==> src/rtl/fetch_pkg.sv <==
// Types and default widths shared by fetch-0, the fetch queue and decode.
package fetch_pkg;

    localparam int XLEN_DEFAULT = 32;
    localparam int ILEN_DEFAULT = 32;

    typedef struct packed {
        logic [XLEN_DEFAULT-1:0] pc;
        logic [XLEN_DEFAULT-1:0] pcPlus4;
        logic                    bPredictedTaken;
        logic [ILEN_DEFAULT-1:0] instr;
    } fetch_entry_t;

endpackage

==> src/rtl/fetch_fifo.sv <==
// DEPTH-entry queue of fetch entries: synchronous write, combinational head read.
module fetch_fifo
    import fetch_pkg::*;
#(
    parameter int  DEPTH   = 4,
    parameter type entry_t = fetch_entry_t
) (
    input  logic                     clk,
    input  logic                     rst_n,
    input  logic                     clear,
    input  logic                     push,
    input  logic                     pop,
    input  entry_t                   wdata,
    output entry_t                   rdata,
    output logic [$clog2(DEPTH):0]   count,
    output logic                     full,
    output logic                     empty
);

    localparam int AW = $clog2(DEPTH);
    localparam int CW = AW + 1;
    localparam logic [CW-1:0] DEPTH_C = CW'(DEPTH);

    entry_t        mem [DEPTH];
    logic [AW-1:0] head_reg, head_next;
    logic [AW-1:0] tail_reg, tail_next;
    logic [CW-1:0] count_reg, count_next;

    // Storage has no reset; only pointers and count qualify its contents.
    always_ff @(posedge clk) begin
        if (push && !clear) begin
            mem[tail_reg] <= wdata;
        end
    end

    always_comb begin
        head_next  = head_reg;
        tail_next  = tail_reg;
        count_next = count_reg;
        if (clear) begin
            head_next  = '0;
            tail_next  = '0;
            count_next = '0;
        end else begin
            if (push) tail_next = tail_reg + AW'(1);
            if (pop)  head_next = head_reg + AW'(1);
            case ({push, pop})
                2'b10:   count_next = count_reg + CW'(1);
                2'b01:   count_next = count_reg - CW'(1);
                default: count_next = count_reg;
            endcase
        end
    end

    always_ff @(posedge clk or negedge rst_n) begin
        if (!rst_n) begin
            head_reg  <= '0;
            tail_reg  <= '0;
            count_reg <= '0;
        end else begin
            head_reg  <= head_next;
            tail_reg  <= tail_next;
            count_reg <= count_next;
        end
    end

    assign rdata = mem[head_reg];
    assign count = count_reg;
    assign full  = (count_reg == DEPTH_C);
    assign empty = (count_reg == '0);

endmodule

==> src/rtl/fetch_queue.sv <==
// Fetch-1 queue: tracks the in-flight imem read and buffers up to DEPTH
// {pc, pc+4, prediction, instruction} entries ahead of decode.
module fetch_queue
    import fetch_pkg::*;
#(
    parameter int XLEN  = XLEN_DEFAULT,
    parameter int ILEN  = ILEN_DEFAULT,
    parameter int DEPTH = 4
) (
    input  logic                    clk,
    input  logic                    rstN,
    input  logic                    flush,
    input  logic                    reqValid,
    input  logic [XLEN-1:0]         pcF0,
    input  logic [XLEN-1:0]         pcPlus4F0,
    input  logic                    bPredictedTakenF,
    output logic                    reqReady,
    output logic                    imemOen,
    input  logic [ILEN-1:0]         imemRdata,
    output logic                    outValid,
    input  logic                    outReady,
    output logic [XLEN-1:0]         pc,
    output logic [XLEN-1:0]         pcPlus4,
    output logic                    bPredictedTaken,
    output logic [ILEN-1:0]         instr,
    output logic [$clog2(DEPTH):0]  count
);

    localparam int CW = $clog2(DEPTH) + 1;
    localparam logic [CW:0] DEPTH_LIM = (CW+1)'(DEPTH);

    typedef struct packed {
        logic [XLEN-1:0] pc;
        logic [XLEN-1:0] pcPlus4;
        logic            bPredictedTaken;
        logic [ILEN-1:0] instr;
    } entry_t;

    logic            pend_valid_reg;
    logic [XLEN-1:0] pend_pc_reg;
    logic [XLEN-1:0] pend_pc4_reg;
    logic            pend_bp_reg;

    logic            accept, push, pop;
    logic            fifo_full, fifo_empty;
    logic [CW:0]     credit_used;
    entry_t          wr_entry, head_entry;

    // The in-flight read holds a slot, so a full-plus-pending queue never
    // receives a push it cannot store.
    assign credit_used = {1'b0, count} + {{CW{1'b0}}, pend_valid_reg};
    assign reqReady    = rstN && !flush && !fifo_full && (credit_used < DEPTH_LIM);
    assign accept      = reqValid && reqReady;
    assign imemOen     = accept;
    assign push        = pend_valid_reg && !flush;
    assign pop         = outValid && outReady && !flush;

    assign wr_entry = '{pc:              pend_pc_reg,
                        pcPlus4:         pend_pc4_reg,
                        bPredictedTaken: pend_bp_reg,
                        instr:           imemRdata};

    always_ff @(posedge clk or negedge rstN) begin
        if (!rstN) begin
            pend_valid_reg <= 1'b0;
            pend_pc_reg    <= '0;
            pend_pc4_reg   <= '0;
            pend_bp_reg    <= 1'b0;
        end else begin
            pend_valid_reg <= accept;
            if (accept) begin
                pend_pc_reg  <= pcF0;
                pend_pc4_reg <= pcPlus4F0;
                pend_bp_reg  <= bPredictedTakenF;
            end
        end
    end

    fetch_fifo #(
        .DEPTH   (DEPTH),
        .entry_t (entry_t)
    ) u_fifo (
        .clk   (clk),
        .rst_n (rstN),
        .clear (flush),
        .push  (push),
        .pop   (pop),
        .wdata (wr_entry),
        .rdata (head_entry),
        .count (count),
        .full  (fifo_full),
        .empty (fifo_empty)
    );

    assign outValid = !fifo_empty;

    always_comb begin
        pc              = '0;
        pcPlus4         = '0;
        bPredictedTaken = 1'b0;
        instr           = '0;
        if (outValid) begin
            pc              = head_entry.pc;
            pcPlus4         = head_entry.pcPlus4;
            bPredictedTaken = head_entry.bPredictedTaken;
            instr           = head_entry.instr;
        end
    end

endmodule

==> config.mk <==
export PLATFORM = sky130hd
export DESIGN_NAME = fetch_queue
export DESIGN_NICKNAME = d
export VERILOG_FILES = /design/src/rtl/fetch_pkg.sv /design/src/rtl/fetch_fifo.sv /design/src/rtl/fetch_queue.sv
export SDC_FILE = /design/constraint.sdc
export NUM_CORES = 1
export LEC_CHECK = 0
export BUFFER_PORTS_ARGS = -buffer_cell sky130_fd_sc_hd__buf_2
export CORE_MARGIN = 2
export CORE_UTILIZATION = 52
export DETAILED_ROUTE_END_ITERATION = 10
export PLACE_DENSITY = 0.83
export SKIP_CTS_REPAIR_TIMING = 1
export SLEW_MARGIN = 20
export SYNTH_ARGS = -nofsm -noshare
export SYNTH_HDL_FRONTEND = slang
export SYNTH_HIERARCHICAL = 1
export SYNTH_SLANG_ARGS = --single-unit
==> constraint.sdc <==
create_clock -name clk -period 3.5 [get_ports clk]
set_clock_uncertainty 0.05 [all_clocks]
set_input_delay 0.175 -clock clk [delete_from_list [all_inputs] [get_ports clk]]
set_output_delay 0.175 -clock clk [all_outputs]
set_load 0.01 [all_outputs]
# Yosys cells after proc, flatten, opt, wreduce, memory -nomap -nowiden
# Memories as Yosys holds them, arrays and structs flattened.
# Index checks and enable logic that the tools add are counted.
[classes]
n_addsub = 5
mul = 0
div_mod_pow = 0
n_lt_le_gt_ge = 1
eq_ne = 3
shifts = 0
n_mux = 12
bitwise_logic = 0
n_reduce_logical = 15
[op_table]
columns = ["cell", "n"]
rows = [
  ["two-way mux 32 bit", 3],
  ["logical AND 1 bit", 8],
  ["two-way mux 2 bit", 4],
  ["case mux 3 bit (2 select lines)", 1],
  ["adder 2 x 1 -> 2 bit (second input constant)", 2],
  ["adder 3 x 1 -> 4 bit", 1],
  ["less-than comparator 4 x 3 -> 1 bit (second input constant)", 1],
  ["nonzero test 2 bit", 2],
  ["adder 3 x 1 -> 3 bit (second input constant)", 1],
  ["== test 3 bit (second input constant)", 1],
  ["logical NOT 1 bit", 3],
  ["logical NOT 3 bit", 1],
  ["two-way mux 1 bit", 3],
  ["two-way mux 3 bit", 1],
  ["nonzero test 3 bit", 1],
  ["subtractor 3 x 1 -> 3 bit (second input constant)", 1],
  ["== test 2 x 1 -> 1 bit (second input constant)", 1],
  ["== test 2 bit (second input constant)", 1],
]
[totals]
regBits = 73
latchBits = 0
ramBits = 388
mem_bits_ro = 0
inputBits = 102
output_inout_bits = 103
wordCells = 44
n_memories = 1
[memory_table]
columns = ["memory", "depth", "width", "read_ports", "rd_clocked_by_memory_dff", "wr", "line", "source"]
rows = [
  ["u_fifo.mem", 4, 97, 1, 0, 1, "fetch_fifo.sv:24", "entry_t mem [DEPTH];"],
]

# Depth between registers and ports, before layout
[logic_depth]
ltp_word = 7
mapped_depth = 9

# Hierarchy
# The synthesis kept the hierarchy.
[by_module_without_submodules]
columns = ["module", "instances", "cells_per_inst", "area_each_um2"]
rows = [
  ["fetch_fifo", 1, 550, 14428.8],
  ["fetch_queue", 1, 253, 3194.3],
]

# Worst setup path after synthesis
# OpenSTA, ideal clock, no wires.
[synth_timing]
kind = "reg2reg"
from = "reg pend_valid_reg"
to = "mem u_fifo/mem[0][0] (netlist bit), enable pin"
setup_ns = 0.467
arrival_ns = 3.115
required_time_ns = 2.983
slack_ns = -0.132
stages_incl_launch_ff = 5
n_path_buf = 1
synth_period_minus_slack_ns = 3.632
cell_sequence = "dfrtp_1 > nor2b_1 > buf_2 > nor2b_1 > and2_1"
[synth_via]
elab_chain_cells = 4
[synth_lines]
columns = ["item", "line", "source"]
rows = [
  ["start: declaration", "fetch_queue.sv:39", "logic pend_valid_reg;"],
  ["start signal: assignment", "fetch_queue.sv:70", "pend_valid_reg <= accept;"],
  ["logical AND 1 bit", "fetch_queue.sv:55", "assign push = pend_valid_reg && !flush;"],
  ["net push", "fetch_queue.sv:44", "logic accept, push, pop;"],
  ["logical AND 1 bit", "fetch_fifo.sv:31", "if (push && !clear) begin"],
  ["two-way mux 1 bit", "fetch_fifo.sv:31", ""],
  ["two-way mux 1 bit (implied by the code)", "fetch_fifo.sv:32", "mem[tail_reg] <= wdata;"],
  ["end: declaration", "fetch_fifo.sv:24", ""],
]
# The timed path passes the listed nets, and every way through them passes these cells.

# Worst setup path after layout
[layout_timing]
from = "reg u_fifo.count_reg[0] (netlist: u_fifo/count[0])"
to = "out imemOen"
[layout_via]
elab_chain_cells = 5
[layout_lines]
columns = ["item", "line", "source"]
rows = [
  ["start: declaration", "fetch_fifo.sv:27", "logic [CW-1:0] count_reg, count_next;"],
  ["start signal: assignment", "fetch_fifo.sv:63", "count_reg <= count_next;"],
  ["== test 3 bit", "fetch_fifo.sv:69", "assign full = (count_reg == DEPTH_C);"],
  ["net fifo_full", "fetch_queue.sv:45", "logic fifo_full, fifo_empty;"],
  ["logical NOT 1 bit", "fetch_queue.sv:52", "assign reqReady = rstN && !flush && !fifo_full && (credit_used < DEPTH_LIM);"],
  ["logical AND 1 bit (2 in a row)", "fetch_queue.sv:52", ""],
  ["logical AND 1 bit", "fetch_queue.sv:53", "assign accept = reqValid && reqReady;"],
  ["end: declaration", "fetch_queue.sv:18", "output logic imemOen,"],
]
# The timed path passes the listed nets, and every way through them passes these cells.

==> metrics <==
yosys warns=6; core outline area=~33000 sq um; CP top delay family=buffers and inverters; CP Launch Type=flop; Final Max Slew Viols=0; worst-path maximum fanout=38; gpl congestion=0.728; Row Count=67; number of setup violations in the final report=0; Crit path largest cell delay=approximately 0.55 ns; Tot GR Track Use=between 10% and 20%; via count=8691; Setup WS pre-CTS=about 0.95 ns; post-layout minimum cycle time=2.96 ns; htree depth=2; Worst Setup End Kind=primary output; syn_nets=roughly 900; cell area after synthesis=~18000 sq um; CTS tree=built; I/O Buffers=just over 200; Initial Util=52.7%; Bufs on Longest Clock Path=3; DRT Wirelength=about 35000 um; slew at the pin closest to its max-slew limit=around 0.86 ns; initial antenna violation count=1; final hold vios=0; Clock Root Buffer=clkbuf_16; most frequent cells in the layout=edfxtp_1, buf_2, nor2b_1, dlygate4sd3_1, mux4_2; Fillers=roughly 2200; worst setup margin=0.537 ns; reg-to-reg endpoint=pend_pc_reg[31]; final period utilization=around 85%; Reg2Reg Depth=5; fin cells=approximately 1600; reg2reg setup slack=0.93 ns; Post-Syn Instances=~800; power per cell area=around 570 nW/um^2; worst path bufs/invs=2; first-pass GRT wire length=slightly above 50000 um; slowest CP cell=or4b_4; Avg WL per Cell=about 21 um; Yosys reg bits=approximately 460; Sink Count=about 460; Routed Antenna Nets=0; Max-Cap Viols=0; die area=35400 sq um; Die W=between 150 and 200 um; initial drt markers=between 500 and 600; fin area=21900 sq um; vias per cell=between 5 and 6; share of post-route cells with drive strength above 1=36.9%; setup repair after global routing missed its margin=false; router iterations before antenna repair=5; HPWL after DPL=between 15000 and 20000 um; maximum number of pins on one net before global-route repair=approximately 100; gr ovfl total=0; critical path required time=approximately 3.3 ns; number of flip-flops in the largest register=between 300 and 400; Worst EP arrival=roughly 2.7 ns; worst r2r src=u_fifo/count[0]; worst-skew pair later-pin latency=~0.53 ns; DP Cell Count=~1400; VDD IR-drop max=between 0.4 and 0.5 mV; clock transition at the registers of the reported paths=roughly 0.060 ns; layout overhead on the synthesized area=24.4%; Hold WS=~0.047 ns; Hold Crit Class=primary input to async pin; Mapped Avg Cell Area=roughly 22 sq um; chip height=about 190 um; vias in the first global route=8848; DRC=0; placed cell area=about 19000 sq um; Final Util=65.5%; cells along the critical path=nor3b_1, or4b_4, a311oi_4, buf_4, buf_2; outcome=finished clean; Tot Pwr=approximately 13 mW; total negative slack=0 ns; critical path class=flop to primary output; io pins=around 210; commonest non-fill, non-tap cell in the layout=edfxtp_1; nets=between 1000 and 1500; total CTS buffers=47; sequential share of the synthesized area=76.5%; fmax=about 340 MHz; Netlist cell types=28; Slew HR=a little over two fifths; Lkg Pwr=7.77 nW
==> logic make-up after synthesis <==
| group | Yosys count | synth area share [%] |
|---|---|---|
| mux | 164 | 16.7 |
| simple gates | 119 | 4.20 |
| fa+ha+maj | 5 | 0.398 |
| flops | 461 | 76.5 |
| compound gates | 3 | 0.149 |
| xor+xnor | 5 | 0.249 |
| buf+inv | 46 | 1.87 |
==> worst max-delay path by stage <==
| stage | startpoint | to | cells after the start |
|---|---|---|---|
| after floorplan | pend_valid_reg | u_fifo/mem[0][0] | 4 |
| after CTS | u_fifo/count[0] | imemOen | 5 |
| after global routing | u_fifo/count[0] | imemOen | 5 |
| after detailed placement | u_fifo/count[0] | pend_pc_reg[31] | 5 |
| after global placement | u_fifo/count[0] | pend_pc_reg[7] | 5 |
| final | u_fifo/count[0] | imemOen | 5 |
==> layout make-up <==
cell class                      count  area, sq um  share of cell area [%]
Inverter                            4         15.0                  0.0685
Timing Repair Buffer              329         2360                    10.8
Sequential cell                   461        13500                    61.5
Antenna cell                        1         2.50                  0.0114
Clock buffer                       65         1350                    6.14
Tap cell                          448          561                    2.56
Clock inverter                     20          309                    1.41
Multi-Input combinational cell    296         3840                    17.5
==> synthesized netlist by cell type <==
library cell	count	area (sq um)
or4b_4	1	13.8
fa_1	1	20.0
ha_1	4	50.1
mux2i_1	2	20.0
a311oi_2	1	15.0
buf_2	6	30.0
edfxtp_1	388	11700
nor2b_1	100	626
clkbuf_1	17	63.8
nor3b_1	4	30.0
nor3_1	2	10.0
buf_8	1	15.0
dfrtp_1	73	1830
xor2_1	2	17.5
buf_4	11	82.6
nand2_1	1	3.75
mux4_2	97	2180
buf_12	5	100
buf_6	2	22.5
and2_1	4	25.0
inv_1	4	15.0
nor2_1	6	22.5
mux2_1	39	439
mux2_2	26	293
and3b_1	1	8.76
xnor2_1	3	26.3
a31oi_1	1	6.26
o21ai_0	1	5.00
==> report_power, final <==
group | switching, mW | leakage, nW | internal [mW]
Clock | 1.98 | 0.807 | 3.28
Sequential | 0.238 | 4.37 | 6.34
Combinational | 0.360 | 2.60 | 0.408
Total | 2.58 | 7.77 | 10.0
==> routing by layer <==
layer	part of all wire (%)	track usage, %
met1	41	25.2
met4	2.0	5.84
met2	52	32.0
met3	5.6	3.50
met5	0	0
Note: power is estimated with default switching activity, not from simulation.
